===== config.mk =====
export PLATFORM = sky130hd
export DESIGN_NAME = sha256_nonce_sched
export DESIGN_NICKNAME = d
export VERILOG_FILES = /design/src/rtl/sha256_nonce_sched.sv
export SDC_FILE = /design/constraint.sdc
export NUM_CORES = 1
export LEC_CHECK = 0
export CELL_PAD_IN_SITES_DETAIL_PLACEMENT = 1
export CELL_PAD_IN_SITES_GLOBAL_PLACEMENT = 2
export CORE_ASPECT_RATIO = 0.9
export CORE_UTILIZATION = 37
export DETAILED_ROUTE_END_ITERATION = 7
export PLACE_DENSITY = 0.85
export SLEW_MARGIN = 10
export SYNTH_ARGS = -nofsm -noshare
export SYNTH_HDL_FRONTEND = slang
export SYNTH_SLANG_ARGS = --single-unit

===== constraint.sdc =====
create_clock -name clk -period 4.6 [get_ports clk]
set_clock_uncertainty 0.1 [all_clocks]
set_input_delay 0.92 -clock clk [delete_from_list [all_inputs] [get_ports clk]]
set_output_delay 0.92 -clock clk [all_outputs]
set_load 0.02 [all_outputs]

===== src/rtl/sha256_nonce_sched.sv =====
// sha256_nonce_sched: issues nonce groups to NCORES fixed-latency hash
// pipelines, matches each core's head word against a masked target, and
// queues the winning nonces in a small valid/ready result FIFO.
module sha256_nonce_sched #(
  parameter int unsigned NCORES      = 4,
  parameter int unsigned PIPE_LAT    = 8,
  parameter int unsigned FIFO_DEPTH  = 4,
  parameter int unsigned STOP_ON_HIT = 0
) (
  input  logic                   clk,
  input  logic                   rst_n,
  input  logic                   start,
  input  logic                   abort,
  input  logic [31:0]            nonce_start,
  input  logic [31:0]            nonce_end,
  input  logic [31:0]            target,
  input  logic [31:0]            target_mask,
  output logic [31:0]            nonce_base,
  output logic                   issue_valid,
  input  logic [32*NCORES-1:0]   hash_head,
  output logic                   busy,
  output logic                   done,
  output logic                   res_valid,
  output logic [31:0]            res_nonce,
  input  logic                   res_ready,
  output logic [15:0]            hit_count,
  output logic                   overflow
);

  localparam int unsigned AW = $clog2(FIFO_DEPTH);

  typedef enum logic [1:0] {ST_IDLE, ST_RUN, ST_DRAIN} state_t;

  state_t              r_state;
  logic [31:0]         r_base;
  logic                r_issue;
  logic                r_done;
  logic [31:0]         r_end;
  logic [31:0]         r_target;
  logic [31:0]         r_mask;

  logic                r_mv;
  logic [NCORES-1:0]   r_mhit;
  logic [31:0]         r_mbase;

  logic [31:0]         r_mem [FIFO_DEPTH];
  logic [AW-1:0]       r_wp;
  logic [AW-1:0]       r_rp;
  logic [AW:0]         r_cnt;
  logic                r_ovf;
  logic [15:0]         r_hits;

  logic                w_lv [PIPE_LAT];
  logic [31:0]         w_lb [PIPE_LAT];
  logic                w_tap_v;
  logic [31:0]         w_tap_b;
  logic                w_any_lv;
  logic                w_in_flight;
  logic [NCORES-1:0]   w_hit;
  logic [31:0]         w_sel;
  logic [4:0]          w_nhit;
  logic                w_found;
  logic                w_push;
  logic                w_pop;
  logic                w_full;
  logic                w_push_ok;
  logic [31:0]         w_push_nonce;
  logic [16:0]         w_hits_sum;
  logic                w_last;
  logic                w_start_acc;

  assign nonce_base  = r_base;
  assign issue_valid = r_issue;
  assign busy        = (r_state != ST_IDLE);
  assign done        = r_done;
  assign res_valid   = (r_cnt != '0);
  assign res_nonce   = r_mem[r_rp];
  assign hit_count   = r_hits;
  assign overflow    = r_ovf;

  assign w_start_acc = start && !abort && (r_state == ST_IDLE);
  // 33-bit compare so a range ending near 2^32-1 never wraps back to 0.
  assign w_last      = ({1'b0, r_base} + 33'(NCORES)) > {1'b0, r_end};

  // Stage 0 of the in-flight line is the issue register itself, so the
  // group presented after edge t reaches the tap for sampling at t+PIPE_LAT.
  assign w_lv[0] = r_issue;
  assign w_lb[0] = r_base;

  for (genvar k = 1; k < PIPE_LAT; k++) begin : g_dly
    logic        r_v;
    logic [31:0] r_b;
    // In-flight valid/base delay stage; abort drops the valid bit.
    always_ff @(posedge clk or negedge rst_n) begin
      if (!rst_n) begin
        r_v <= 1'b0;
        r_b <= '0;
      end else begin
        r_v <= abort ? 1'b0 : w_lv[k-1];
        r_b <= w_lb[k-1];
      end
    end
    assign w_lv[k] = r_v;
    assign w_lb[k] = r_b;
  end

  assign w_tap_v = w_lv[PIPE_LAT-1];
  assign w_tap_b = w_lb[PIPE_LAT-1];

  // Any valid group still travelling down the delay line.
  always_comb begin
    w_any_lv = 1'b0;
    for (int unsigned k = 0; k < PIPE_LAT; k++) begin
      w_any_lv = w_any_lv | w_lv[k];
    end
  end

  assign w_in_flight = w_any_lv || r_mv;

  // Per-core masked target match, discarding nonces past the range end.
  always_comb begin
    w_hit = '0;
    for (int unsigned i = 0; i < NCORES; i++) begin
      w_hit[i] = w_tap_v
              && (((hash_head[32*i +: 32] ^ r_target) & r_mask) == '0)
              && (({1'b0, w_tap_b} + 33'(i)) <= {1'b0, r_end});
    end
  end

  // Match register: one group per cycle, valid even when nothing hit.
  always_ff @(posedge clk or negedge rst_n) begin
    if (!rst_n) begin
      r_mv    <= 1'b0;
      r_mhit  <= '0;
      r_mbase <= '0;
    end else if (abort) begin
      r_mv    <= 1'b0;
      r_mhit  <= '0;
    end else begin
      r_mv    <= w_tap_v;
      r_mhit  <= w_hit;
      r_mbase <= w_tap_b;
    end
  end

  // Lowest matching core index and total number of matching cores.
  always_comb begin
    w_sel   = '0;
    w_nhit  = '0;
    w_found = 1'b0;
    for (int unsigned i = 0; i < NCORES; i++) begin
      if (r_mhit[i]) begin
        w_nhit = w_nhit + 5'd1;
        if (!w_found) begin
          w_sel   = 32'(i);
          w_found = 1'b1;
        end
      end
    end
  end

  assign w_push       = r_mv && (|r_mhit) && !abort;
  assign w_pop        = res_valid && res_ready;
  assign w_full       = (r_cnt == (AW+1)'(FIFO_DEPTH));
  // A pop in the same cycle frees the slot, so a full FIFO still accepts.
  assign w_push_ok    = w_push && (!w_full || w_pop);
  assign w_push_nonce = r_mbase + w_sel;
  assign w_hits_sum   = {1'b0, r_hits} + 17'(w_nhit);

  // Control FSM: issue sequencing, drain and sticky completion flag.
  always_ff @(posedge clk or negedge rst_n) begin
    if (!rst_n) begin
      r_state  <= ST_IDLE;
      r_base   <= '0;
      r_issue  <= 1'b0;
      r_done   <= 1'b0;
      r_end    <= '0;
      r_target <= '0;
      r_mask   <= '0;
    end else if (abort) begin
      r_state <= ST_IDLE;
      r_issue <= 1'b0;
    end else begin
      case (r_state)
        ST_IDLE: begin
          if (start) begin
            r_end    <= nonce_end;
            r_target <= target;
            r_mask   <= target_mask;
            r_base   <= nonce_start;
            r_issue  <= 1'b1;
            r_done   <= 1'b0;
            r_state  <= ST_RUN;
          end
        end
        ST_RUN: begin
          if (w_last || ((STOP_ON_HIT != 0) && w_push_ok)) begin
            r_issue <= 1'b0;
            r_state <= ST_DRAIN;
          end else begin
            r_base <= r_base + 32'(NCORES);
          end
        end
        ST_DRAIN: begin
          if (!w_in_flight) begin
            r_done  <= 1'b1;
            r_state <= ST_IDLE;
          end
        end
        default: r_state <= ST_IDLE;
      endcase
    end
  end

  // Result FIFO pointers, occupancy, overflow and saturating hit counter.
  always_ff @(posedge clk or negedge rst_n) begin
    if (!rst_n) begin
      r_wp   <= '0;
      r_rp   <= '0;
      r_cnt  <= '0;
      r_ovf  <= 1'b0;
      r_hits <= '0;
    end else if (w_start_acc) begin
      r_wp   <= '0;
      r_rp   <= '0;
      r_cnt  <= '0;
      r_ovf  <= 1'b0;
      r_hits <= '0;
    end else begin
      if (w_push_ok) r_wp <= r_wp + AW'(1);
      if (w_pop)     r_rp <= r_rp + AW'(1);
      case ({w_push_ok, w_pop})
        2'b10:   r_cnt <= r_cnt + (AW+1)'(1);
        2'b01:   r_cnt <= r_cnt - (AW+1)'(1);
        default: r_cnt <= r_cnt;
      endcase
      if (w_push && (!w_push_ok || (w_nhit > 5'd1))) r_ovf <= 1'b1;
      if (w_push) r_hits <= w_hits_sum[16] ? '1 : w_hits_sum[15:0];
    end
  end

  // Result FIFO storage.
  always_ff @(posedge clk) begin
    if (w_push_ok) r_mem[r_wp] <= w_push_nonce;
  end

endmodule

==> metrics list, run 1 <==
- Number of max-capacitance violations reported: 0
- For this configuration, the core starts out at a cell density of 0.375.
- sky130_fd_sc_hd__dfrtp_1 takes more of the synthesized area than any other cell.
* Number of global-route vias before repair: 21900
- The worst setup path is launched from a register.
- The synthesized design contains 552 register bits.
- Once detailed placement completed, the half-perimeter wirelength came to 71.7 mm.
- For this run, the detailed router's first-pass iteration total came to 5.
- Final hold slack: 0.224 ns
- In the final layout, the share of cells above drive strength 1 is 0.0985.
- Cell area power density: 661 nW/µm²
* Inserted Clock Buffers: 58
- From bottom edge to top edge, the die measures 258 µm.
- TritonCTS clock tree: built
- Worst setup slack after layout: 0.212 ns
* Total placed cells including tap cells: 3583
- VDD sags by at most 277 µV.
- Crit path max-delay cell type: sky130_fd_sc_hd__nor4_1
- Status: completed
- Timing analysis after detailed placement gives a worst setup slack of -0.0560 ns.
* Total I/O pin count: 346
- Clock latency on the worst-skew pair: 0.63 ns
* Sequential-to-total area share from yosys stat: 0.537
- Crit-path leading delay family: simple AND/OR/NAND/NOR gates
* Largest buffer count on any clock path: 3
- Input and output buffers added on the ports amount to 345.
* Area delta synth->final: 25.5%
- Total wire length after detailed routing: 94.1 mm
- Traced cell by cell, the critical path runs through and4_1 -> nand4_4 -> nor4_1 -> buf_4 -> nand4_1 -> xnor2_1 -> ha_1 -> and3_1 -> nor2b_1 -> nand3_1 -> or3_4 -> nand2_4 -> o21ai_4 -> buf_12 -> mux2_4.
* Distinct cell type count of the synthesized netlist: 80
- Number of endpoints with negative hold slack in the final report: 0
- For this run, the share of the core covered by cells in the final layout is 0.470.
* Pins over their slew limit: 0
- Headroom to the max-slew limit came out at 0.303.
- Counting every instance in the synthesized netlist gives 2335.
* Antenna violations before repair: 12
- Delay contributed by the slowest stage of the critical path: 0.56 ns
- The floorplan step defined a die boundary enclosing 73800 µm².
- Wirelength per Cell: 25.4 µm
* Net Count, Synth: 2776
- Sink Count: 552
- The count of nets left with antenna violations once routing finished came out at 0.
- The net count of the finished layout is 3137.
- Kind of end point of the critical path: register
* Core Box Area: 71800 µm²
- Setup violation total in the final timing report: 0
- Counting both buffers and inverters, the worst setup path holds a total of 2.
- Total design power: 22.3 mW
* Share of Yosys cell area claimed by the top area cell type: 0.394
- Counting the fill cells in the layout gives 7584.
- CTS built an H-tree with a depth of 2.
- For the worst setup path, the data required time is 5.01 ns.
* HP Class: primary input to asynchronous set/reset pin
- Global Route Usage Sum: 0.256
- Summing over every cut layer, the via total after detailed routing is 19800.
- Final critical-path required period: 4.39 ns
- Post-DR vias/cell: 5.35
* Mean instance size in the synthesized netlist: 11.5 µm²
- Pin count of the biggest net entering global routing: 148
* Site Rows: 93
* First-pass GRT wire length: 141 mm
* Worst Setup Path Type: register to register
- In this run, the number of DRC markers left after iteration 0 of detailed routing was 1204.
* Yosys synthesis warning count: 0
* Clock edge transition at the registers on the reported setup and hold paths: 0.06 ns
* Most used flip-flop cell after synthesis: sky130_fd_sc_hd__dfrtp_1
- Floorplan die width: 286 µm
* Final weighted congestion in routability-driven placement: 0.935
- Counting flops with a built-in enable in the synthesized netlist gives 128.
- STA puts the critical path data arrival time at 4.80 ns.
- The analysis attributes to cell leakage a power of 14.3 nW.
- Fmax: 228 MHz
- Fraction of registers with async set or reset after synthesis: 0.768
* Synth top area cells: sky130_fd_sc_hd__dfrtp_1 (39%), sky130_fd_sc_hd__edfxtp_1 (14%), sky130_fd_sc_hd__ha_1 (8.2%)
- Dividing the final minimum period by the clock period gives 0.954.
- Slew at the pin with the worst max-slew slack: 1.05 ns
* Worst-path fanout max: 12
- Post-route DRC: 0
- In this run the clock root is driven by a sky130_fd_sc_hd__clkbuf_16.
- Summing every instance area after synthesis gives 26900 µm².
- Excluding fillers, the count of instances in the completed layout stands at 3697.
- Total global routing overflow: 0
routing by layer:
metal | global-route usage | part of all wire | vias up
met1 | 0.314 | 0.41 | 10100
met3 | 0.0412 | 0.049 | 137
met5 | 0 | 0.00071 | -
met4 | 0.0814 | 0.030 | 10
met2 | 0.457 | 0.51 | 533
li1 | - | - | 8947
cells by family after synthesis:
| group | after synthesis | synth area share |
|---|---|---|
| xor gates and xnor gates | 285 | 0.0928 |
| muxes | 101 | 0.0549 |
| DFF | 552 | 0.537 |
| and+or+nand+nor | 709 | 0.123 |
| buffers and inverters | 186 | 0.0279 |
| other | 1 | 0.000139 |
| adders and majority gates | 180 | 0.0845 |
| AOI/OAI and AO/OA | 321 | 0.0794 |
registers in the layout, indices dropped and copies added, names as in the netlist, 3 cells and up:
name,flops
r_mask,32
r_mem,128
hit_count,16
r_target,32
r_mhit,4
r_mbase,32
r_end,32
g_dly.r_b,224
g_dly.r_v,7
nonce_base,32
r_cnt,3
placed cells by master (no fill, tap or decap), drive strengths merged, types with 23 or more instances in the layout:
master	count
a21oi	57
clkdlybuf4s50	343
nand4	65
buf	77
mux4	32
nor2	106
dfrtp	424
clkbuf	78
nand3	53
edfxtp	128
xor2	189
xnor2	96
mux2i	28
o21ai	87
a22oi	23
nand2	350
nor3	36
inv	70
ha	177
mux2	41
a21o	26
report_power, final:
group	internal [mW]	switching, mW	total [mW]
Combinational	3.61	5.19	8.80
Sequential	6.78	1.78	8.56
Clock	2.90	2.06	4.96
Total	13.3	9.03	22.3
final timing paths:
kind                                  start  cells past startpoint               end  slack, ns
max in group asynchronous             rst_n                      2         r_end[15]       3.05
min in group clk           g_dly[5].r_b[12]                      0  g_dly[6].r_b[12]       0.24
hold / removal                        rst_n                      1     hit_count[15]       0.22
setup / recovery              nonce_base[5]                     15    nonce_base[19]       0.21
setup reg to reg              nonce_base[5]                     15    nonce_base[19]       0.21
hold reg to reg            g_dly[5].r_b[12]                      0  g_dly[6].r_b[12]       0.24
area by class of cell:
cell class	instances	area [µm²]	share of cell area
Timing Repair Buffer	420	4100	0.122
Tap cell	950	1190	0.0352
Clock inverter	27	370	0.0110
Multi-Input combinational cell	1598	11800	0.348
Clock buffer	78	1640	0.0485
Inverter	66	248	0.00733
Sequential cell	552	14500	0.428
Antenna cell	6	15.0	0.000445
stage by stage:
stage / cell area [µm²] / setup TNS, ns
2_1_floorplan: 26900 / 0
3_3_place_gp: 31700 / -0.343
3_5_place_dp: 31700 / -0.159
4_1_cts: 33700 / 0
5_1_grt: 33800 / -0.00490
6_report: 33800 / 0
cells in the mapped netlist (4+ instances only):
master	n
sky130_fd_sc_hd__a2111oi_0	8
sky130_fd_sc_hd__buf_2	10
sky130_fd_sc_hd__and3_1	19
sky130_fd_sc_hd__a221oi_1	19
sky130_fd_sc_hd__buf_1	16
sky130_fd_sc_hd__o21ai_0	84
sky130_fd_sc_hd__a22oi_1	23
sky130_fd_sc_hd__a31oi_1	16
sky130_fd_sc_hd__nand2_1	348
sky130_fd_sc_hd__nand4_1	63
sky130_fd_sc_hd__nor2_1	104
sky130_fd_sc_hd__xnor2_1	96
sky130_fd_sc_hd__buf_4	4
sky130_fd_sc_hd__edfxtp_1	128
sky130_fd_sc_hd__a21oi_1	57
sky130_fd_sc_hd__mux2_4	4
sky130_fd_sc_hd__o211ai_1	9
sky130_fd_sc_hd__a222oi_1	4
sky130_fd_sc_hd__nor2b_1	14
sky130_fd_sc_hd__and4_1	12
sky130_fd_sc_hd__a211oi_1	16
sky130_fd_sc_hd__or2_2	6
sky130_fd_sc_hd__a21o_1	26
sky130_fd_sc_hd__dfrtp_1	424
sky130_fd_sc_hd__nand3_1	52
sky130_fd_sc_hd__nor3_1	35
sky130_fd_sc_hd__nor4_1	11
sky130_fd_sc_hd__clkbuf_1	88
sky130_fd_sc_hd__and2_1	8
sky130_fd_sc_hd__a22o_1	18
sky130_fd_sc_hd__inv_1	66
sky130_fd_sc_hd__nand2b_1	8
sky130_fd_sc_hd__mux2_2	37
sky130_fd_sc_hd__mux4_2	32
sky130_fd_sc_hd__o21a_1	6
sky130_fd_sc_hd__mux2i_1	28
sky130_fd_sc_hd__or3_1	6
sky130_fd_sc_hd__a211o_1	4
sky130_fd_sc_hd__ha_1	177
sky130_fd_sc_hd__o31ai_1	8
sky130_fd_sc_hd__xor2_1	189
worst register-to-register path, stage by stage, from the launching register on:
cell and delay (ns):
sky130_fd_sc_hd__dfrtp_1 0.46, sky130_fd_sc_hd__and4_1 0.40, sky130_fd_sc_hd__nand4_4 0.16, sky130_fd_sc_hd__nor4_1 0.56, sky130_fd_sc_hd__buf_4 0.22, sky130_fd_sc_hd__nand4_1 0.16
sky130_fd_sc_hd__xnor2_1 0.19, sky130_fd_sc_hd__ha_1 0.32, sky130_fd_sc_hd__and3_1 0.20, sky130_fd_sc_hd__nor2b_1 0.17, sky130_fd_sc_hd__nand3_1 0.12, sky130_fd_sc_hd__or3_4 0.49
sky130_fd_sc_hd__nand2_4 0.18, sky130_fd_sc_hd__o21ai_4 0.07, sky130_fd_sc_hd__buf_12 0.16, sky130_fd_sc_hd__mux2_4 0.30
what timing repair did:
action / 4_1_cts / 5_1_grt
resized for setup: 1 / 6
pin swaps: 1 / 1
setup buffers: 0 / 2
hold buffers: 0 / 0
gates cloned: 1 / 0
setup endpoints to repair: 8 / 30
No activity file was read; power rests on OpenSTA's default activity.
==> run 2, diff against run 1 <==
--- a/config.mk
+++ b/config.mk
@@ -8,9 +8,11 @@
 export CELL_PAD_IN_SITES_DETAIL_PLACEMENT = 1
 export CELL_PAD_IN_SITES_GLOBAL_PLACEMENT = 2
 export CORE_ASPECT_RATIO = 0.9
+export CORE_MARGIN = 3
 export CORE_UTILIZATION = 37
 export DETAILED_ROUTE_END_ITERATION = 7
 export PLACE_DENSITY = 0.85
+export RECOVER_POWER = 25
 export SLEW_MARGIN = 10
 export SYNTH_ARGS = -nofsm -noshare
 export SYNTH_HDL_FRONTEND = slang
==> metrics list, run 2 (same netlist as run 1, synthesis figures left out) <==
* Status: finished with violations
* Violated checks: capacitance limit, slew limit
- The post-detailed-route count of antenna-violating nets is 0 (unchanged).
* Filler Cells Inserted: 7590 (+0.079%)
- The core outline area came to 71800 µm² (unchanged).
- Largest register by flop count: g_dly.r_b
- HP Class: register to register
- RSZ-0062 raised after global routing: yes
* Relative slew slack: -1.24 (-1.54)
* Number of max-capacitance violations reported: 1 (+1)
* Total wire length after detailed routing: 93.6 mm (-0.46%)
* End of the worst register-to-register path: r_mhit[1]
- The startpoint identified for the worst register-to-register timing path is g_dly[7].r_b[4].
- The footprint of the multi-input gates is 11800 µm² (about the same).
* Period utilisation layout: 0.959 (+0.00549)
* Number of global-route vias before repair: 22100 (+1.1%)
- Post-layout net count: 3143 (+0.19%)
- Slew at the pin with the worst max-slew slack: 3.35 ns (+2.31 ns)
* Fraction of layout cells with a size suffix above 1: 0.0940 (-0.00446)
- The chip width came to 290 µm (+1.4%).
- Total I/O pin count: 346 (unchanged)
- The data arrival at the endpoint of the critical path is 4.80 ns (about the same).
- The library cells used most frequently in the layout, excluding fill and tap cells, are sky130_fd_sc_hd__dfrtp_1 (423), sky130_fd_sc_hd__nand2_1 (348), sky130_fd_sc_hd__clkdlybuf4s50_1 (343).
* Post-DR vias/cell: 5.37 (+0.40%)
- Portion of total power attributed to sequential cells: 0.385 (about the same)
* Site Rows: 93 (unchanged)
- Total global routing overflow: 0 (unchanged)
- Area delta synth->final: 25.2%
- Endpoint required time on the critical path: 4.99 ns (-0.02 ns)
- The power per standard cell area is 657 nW/µm² (-0.63%).
* Worst Setup Path Type: register to register
- Delay contributed by the slowest stage of the critical path: 0.54 ns (-0.02 ns)
- The critical path goes through and3_2 -> nand2_1 -> nor3_1 -> buf_4 -> nand2_1 -> nor2_2 -> nand2_1 -> xnor2_1 -> ha_1 -> nand4_1 -> nor2_1 -> nand2_1 -> or4_1 -> a221o_1 -> a311oi_1.
- Layout Cells excl Fill: 3707 (+0.27%)
- Global Route Usage Sum: 0.244 (-0.0122)
- Vias: 19900 (+0.67%)
- Worst-path fanout max: 8 (-4)
- Setup violation total in the final timing report: 0 (unchanged)
- The max-slew violation total from the final report was 116 (+116).
- The switching power of the nets was 9.04 mW (+0.12%).
* Wirelength per Cell: 25.3 µm (-0.73%)
- The number of violations reported at the end of detailed-routing iteration 0 came to 1312 (+9.0%).
- Inserted Clock Buffers: 60 (+3.4%)
- The library cell used most frequently in the layout, excluding fill and tap cells, is sky130_fd_sc_hd__dfrtp_1.
- The die footprint is 76000 µm² (+3.0%).
* Clock root buffer master: sky130_fd_sc_hd__clkbuf_16
- Die extent in y: 262 µm (+1.6%)
- The depth of the most critical reg-to-reg path was 15 (unchanged).
- Largest buffer count on any clock path: 3 (unchanged)
- The area used by sequential logic in the layout is 14500 µm² (about the same).
- Total placed cells including tap cells: 3586 (+0.084%)
- The source-to-sink clock delay at the later pin of the worst-skew pair is 0.64 ns (about the same).
* Clock edge transition at the registers on the reported setup and hold paths: 0.06 ns (about the same)
- CTS H-tree lvls: 2 (unchanged)
- The pin count of the biggest net entering global routing is 139 (-6.1%).
- Fmax: 227 MHz (-0.57%)
- Worst hold start: g_dly[1].r_b[14]
- FF-to-FF setup slack: 0.19 ns (-0.03 ns)
* Type of element launching the critical path: register
- The clock net sink count is 552 (unchanged).
* Highest ir drop seen on vdd: 390 µV (+41%)
- Buffering stage count on the worst path with inverters included: 1 (-1)
- TritonCTS built the clock tree.
* Number of endpoints with negative hold slack in the final report: 0 (unchanged)
* Clock share of power: 0.219 (-0.003)
* Post-route DRC: 0 (unchanged)
* Antenna violations before repair: 10 (-2)
* Combinational share of power: 0.396 (+0.002)
- Final critical-path required period: 4.41 ns (+0.0252 ns)
* First-pass GRT wire length: 141 mm (-0.17%)
- The number of input and output port buffers inserted was 345 (unchanged).
- The number of search-and-repair iterations in the first detailed-routing pass was 5 (unchanged).
* Detailed-placement wirelength estimate: 71.7 mm (about the same)
- The effective utilization at floorplan is 0.375 (unchanged).
- STA classifies the critical path endpoint as a register.
* Flip-flop count of the largest register, all copies and words added: 224 (unchanged)
* Regs by FF count: g_dly.r_b: 224 flops, r_mem: 128 flops
- Crit path max-delay cell type: sky130_fd_sc_hd__dfrtp_1
* P_leak: 14.3 nW (-0.40%)
* Worst Hold Path Cells: 0
- Internal power contribution: 13.1 mW (-1.5%)
- The switching power share of the total came to 0.409 (+0.00404).
- Final weighted congestion in routability-driven placement: 0.929 (-0.63%)
* Final hold slack: 0.229 ns (+0.00538 ns)
- The path with the worst hold slack has its endpoint at g_dly[2].r_b[14].
* Dominant cell type by count on the critical path: sky130_fd_sc_hd__nand2_1
- The cell family contributing the most delay on the critical path is simple AND/OR/NAND/NOR gates.
==> run 2: area by class of cell <==
cell class                 instances  share of cell area
timing repair buffer             424               0.120
inverter                          66             0.00735
sequential                       552               0.429
clock buffer                      86              0.0499
multi-input combinational       1598               0.349
antenna                            3            0.000223
clock inverter                    28             0.00928
tap                              950              0.0353
==> run 2: what timing repair did <==
action	in CTS	in global routing
hold endpoints to repair	0	0
cloned	1	0
pin swaps	1	1
gates resized for setup	1	7
setup endpoints to repair	8	22
setup buffers	0	3
hold buffers	0	0
==> run 2: per-stage QoR <==
| stage | setup TNS [ns] | power [mW] | setup slack (ns) | util | cell area, µm² |
|---|---|---|---|---|---|
| 3_5_place_dp | -0.193 | 17.3 | -0.0650 | 0.442 | 31700 |
| 5_1_grt | -0.401 | 23.5 | -0.0623 | 0.469 | 33700 |
| 3_3_place_gp | -0.0744 | 16.8 | -0.0253 | 0.442 | 31700 |
| 6_report | 0 | 22.1 | 0.186 | 0.469 | 33700 |
| 2_1_floorplan | 0 | 13.3 | 0.706 | - | 26900 |
| 4_1_cts | 0 | 22.2 | 0.0265 | 0.469 | 33700 |
==> run 2: worst max-delay path by stage <==
| stage | startpoint | to | slack (ns) | cells past startpoint |
|---|---|---|---|---|
| 2_1_floorplan | nonce_base[2] | nonce_base[31] | 0.71 | 15 |
| 3_3_place_gp | nonce_base[6] | nonce_base[15] | -0.03 | 14 |
| 3_5_place_dp | nonce_base[6] | nonce_base[15] | -0.07 | 14 |
| 4_1_cts | g_dly[7].r_b[10] | r_mhit[3] | 0.03 | 14 |
| 5_1_grt | nonce_base[3] | nonce_base[9] | -0.06 | 14 |
| 6_report | g_dly[7].r_b[4] | r_mhit[1] | 0.19 | 15 |
==> run 2: metal layers <==
layer  up-vias  track usage  share of wire
met2       574        0.441           0.51
met4         8       0.0911          0.037
met3       159       0.0422          0.047
met1     10200        0.292           0.40
li1       8959            -              -
met5         -            0        0.00051
==> run 2: power by group through the flow <==
stage,clock [mW],combinational (mW),sequential (mW)
2_1_floorplan,0,5.57,7.71
3_3_place_gp,0,8.31,8.45
3_5_place_dp,0,8.66,8.59
4_1_cts,4.93,8.78,8.53
5_1_grt,5.18,9.64,8.70
6_report,4.84,8.77,8.52
==> run 3, diff against run 2 <==
--- a/config.mk
+++ b/config.mk
@@ -11,8 +11,10 @@
 export CORE_MARGIN = 3
 export CORE_UTILIZATION = 37
 export DETAILED_ROUTE_END_ITERATION = 7
+export MAX_ROUTING_LAYER = met4
 export PLACE_DENSITY = 0.85
 export RECOVER_POWER = 25
+export REMOVE_ABC_BUFFERS = 1
 export SLEW_MARGIN = 10
 export SYNTH_ARGS = -nofsm -noshare
 export SYNTH_HDL_FRONTEND = slang
==> metrics list, run 3 (same netlist as run 1, synthesis figures left out) <==
* Status: finished with violations
* Violated checks: capacitance limit, slew limit
- The switching power of the nets was 8.90 mW (-1.6%).
* Combinational share of power: 0.399 (+0.003)
* Cell Area, Placed: 31700 µm² (-0.11%)
- End of the worst register-to-register path: nonce_base[20]
- HP Class: register to register
* Delay contributed by the slowest stage of the critical path: 0.50 ns (-0.04 ns)
* Sink Count: 552 (unchanged)
* Count of port buffers added during placement: 345 (unchanged)
- Die extent in y: 262 µm (unchanged)
- The routability congestion estimate came to 0.935 (+0.64%).
* Post-route DRC: 0 (unchanged)
* Regs by FF count: g_dly.r_b: 224 flops, r_mem: 128 flops
* Worst hold start: g_dly[6].r_b[16]
* Clock latency on the worst-skew pair: 0.63 ns (about the same)
- The hold path depth is 0 (unchanged).
- Worst-path fanout max: 9 (+1)
- The final non-filler cell total came to 3699 (-0.22%).
- The highest ir drop seen on vdd came to 367 µV (-5.8%).
* Kind of end point of the critical path: register
* Number of iterations in the first detailed-routing pass: 7 (+2)
- STA classifies the critical path startpoint as a register.
* Filler Cells Inserted: 7595 (+0.066%)
- The actual slew at the worst max-slew pin came to 2.50 ns (-0.857 ns).
- The max-slew violation total from the final report is 89 (-23%).
- Pin count of the biggest net entering global routing: 148 (+6.5%)
* Floorplan die width: 290 µm (unchanged)
- The final clock period utilization by the worst path was 0.936 (-0.0235).
* Clock root buffer master: sky130_fd_sc_hd__clkbuf_16
- Sequential cell area: 14500 µm² (about the same)
- CTS H-tree lvls: 2 (unchanged)
* Buffering stage count on the worst path with inverters included: 2 (+1)
- The final standard cell utilization of the core is 0.467 (-0.00195).
* Total placed cells including tap cells: 3583 (-0.084%)
- Internal power contribution: 12.9 mW (-1.1%)
* Worst Setup Path Type: register to register
* Clock share of power: 0.210 (-0.009)
* Initial Utilization: 0.375 (unchanged)
- Critical Path, Cell by Cell: ha_1 -> and3_1 -> nand3_2 -> nor3_2 -> buf_4 -> nand2_1 -> xnor2_1 -> ha_1 -> nand4_1 -> nor2_1 -> a211o_1 -> a211o_1 -> nor2_2 -> o21ai_4 -> buf_4 -> mux2_4
- The switching power share of the total was 0.407 (-0.00131).
- The routed length per placed instance is 24.7 µm (-2.4%).
- Core Box Area: 71800 µm² (unchanged)
- Total I/O pin count: 346 (unchanged)
* Die ar.: 76000 µm² (unchanged)
- The data required time at the worst endpoint was 5.01 ns (+0.02 ns).
* Total wire length after detailed routing: 91.2 mm (-2.6%)
* RSZ-0062 raised after global routing: no
* Fraction of layout cells with a size suffix above 1: 0.0964 (+0.00231)
- The leakage component of the power is 14.2 nW (-0.46%).
* Area delta synth->final: 24.7%
* Total global routing overflow: 0 (unchanged)
- The number of nets in the final layout was 3133 (-0.32%).
- The number of buffers created by CTS is 57 (-5.0%).
- The number of violations reported at the end of detailed-routing iteration 0 was 1416 (+7.9%).
* Global Route Usage Sum: 0.244 (+0.000366)
- FF-to-FF setup slack: 0.29 ns (+0.11 ns)
- Launch instance of the worst register-to-register path: nonce_base[2]
- Grouping stages by cell kind, the critical path spends the most delay in simple AND/OR/NAND/NOR gates.
* Data arrival time at the worst-slack endpoint: 4.71 ns (-0.09 ns)
* Post-DR vias/cell: 5.28 (-1.7%)
- TritonCTS clock tree: built
- The number of setup violations in the final report is 0 (unchanged).
- The post-DP HPWL was 70.5 mm (-1.7%).
* Number of max-capacitance violations reported: 1 (unchanged)
- Finished layout cell area: 33600 µm² (-0.42%)
- More flip-flops sit in one register than any other, and that register is g_dly.r_b.
* First-pass GRT wire length: 136 mm (-3.3%)
- Most common cell after layout, fill and taps aside: sky130_fd_sc_hd__dfrtp_1
- The worst hold path terminates at g_dly[7].r_b[16].
- The number of buffers on the longest clock path was 3 (unchanged).
* Relative slew slack: -0.664 (+0.571)
- Cell area power density: 651 nW/µm² (-0.92%)
- The buffer count from post-CTS setup fixing was 0 (unchanged).
- Number of antenna-violating nets in the routed design: 0 (unchanged)
- The clock slew seen by the registers of the worst setup and hold paths is 0.08 ns (+0.02 ns).
- The via count of the first global-routing pass came to 21600 (-2.4%).
* Flip-flop count of the largest register, all copies and words added: 224 (unchanged)
* Leading cell types in the layout, fill and taps excluded: sky130_fd_sc_hd__dfrtp_1 (422), sky130_fd_sc_hd__nand2_1 (348), sky130_fd_sc_hd__clkdlybuf4s50_1 (343)
- The initial antenna violation count was 9 (-1).
- The final critical delay including setup and external delays was 4.31 ns (-0.108 ns).
- The via count was 19500 (-1.9%).
- Number of endpoints with negative hold slack in the final report: 0 (unchanged)
* Crit path max-delay cell type: sky130_fd_sc_hd__dfrtp_1
* Portion of total power attributed to sequential cells: 0.391 (+0.006)
* Site Rows: 93 (unchanged)
- Area used by multi-input combinational logic: 11800 µm² (-0.11%)
* Cells on worst reg2reg path: 16 (+1)
- Fmax: 232 MHz (+2.5%)
-- run 3: cell count changes in the layout (fill, tap and decap cells not counted), moves of 5 or more --
| cell | previous run | this run |
|---|---|---|
| sky130_fd_sc_hd__clkbuf_8 | 6 | 12 |
| sky130_fd_sc_hd__diode_2 | 3 | 9 |
| sky130_fd_sc_hd__inv_6 | 6 | 1 |
| sky130_fd_sc_hd__clkbuf_1 | 36 | 15 |
-- run 3: how the worst max path moves through the flow --
stage                     from        endpoint  slack [ns]  cells past startpoint
6_report         nonce_base[2]  nonce_base[20]        0.29                     16
5_1_grt          nonce_base[2]  nonce_base[20]      0.0007                     16
4_1_cts        g_dly[7].r_b[4]       r_mhit[3]        0.02                     16
3_5_place_dp   g_dly[7].r_b[4]       r_mhit[3]       -0.12                     16
3_3_place_gp   g_dly[7].r_b[4]       r_mhit[3]        0.23                     16
2_1_floorplan            abort  nonce_base[23]       -2.43                      6
-- run 3: cell type report --
class / instances / share of cell area
Clock inverter: 29 / 0.00671
Tap cell: 950 / 0.0354
Inverter: 66 / 0.00738
Timing Repair Buffer: 418 / 0.120
Antenna cell: 9 / 0.000671
Sequential cell: 552 / 0.431
Clock buffer: 78 / 0.0491
Multi-Input combinational cell: 1597 / 0.350
-- run 3: power by group through the flow --
| stage | registers (mW) | logic, mW | clock network [mW] |
|---|---|---|---|
| after floorplan | 8.13 | 4.94 | 0 |
| after global placement | 8.47 | 8.22 | 0 |
| after detailed placement | 8.59 | 8.60 | 0 |
| after CTS | 8.51 | 8.68 | 4.71 |
| after global routing | 8.72 | 9.60 | 4.92 |
| final | 8.53 | 8.71 | 4.59 |
-- run 3: metal layers --
layer / track usage / wire, µm / part of all wire / vias up
met5: - / 0 / 0 / -
met4: 0.0836 / 2840 / 0.031 / 0
met3: 0.0335 / 3640 / 0.040 / 133
met2: 0.398 / 44000 / 0.48 / 450
met1: 0.316 / 40800 / 0.45 / 9995
li1: - / - / - / 8947
-- run 3: through the flow --
stage | setup slack (ns) | setup TNS (ns) | power (mW) | hold WS [ns]
floorplan | -2.43 | -152.91 | 13.1 | 0.231
global placement | 0.234 | 0 | 16.7 | 0.231
detailed placement | -0.116 | -0.116 | 17.2 | 0.236
CTS | 0.0245 | 0 | 21.9 | 0.225
global route | 0.000707 | 0 | 23.2 | 0.251
finish | 0.295 | 0 | 21.8 | 0.235
-- run 3: repair_timing --
action | 4_1_cts | 5_1_grt
endpoints found under the setup margin | 1 | 8
hold buffers | 0 | 0
gates resized for setup | 1 | 7
hold endpoints to repair | 0 | 0
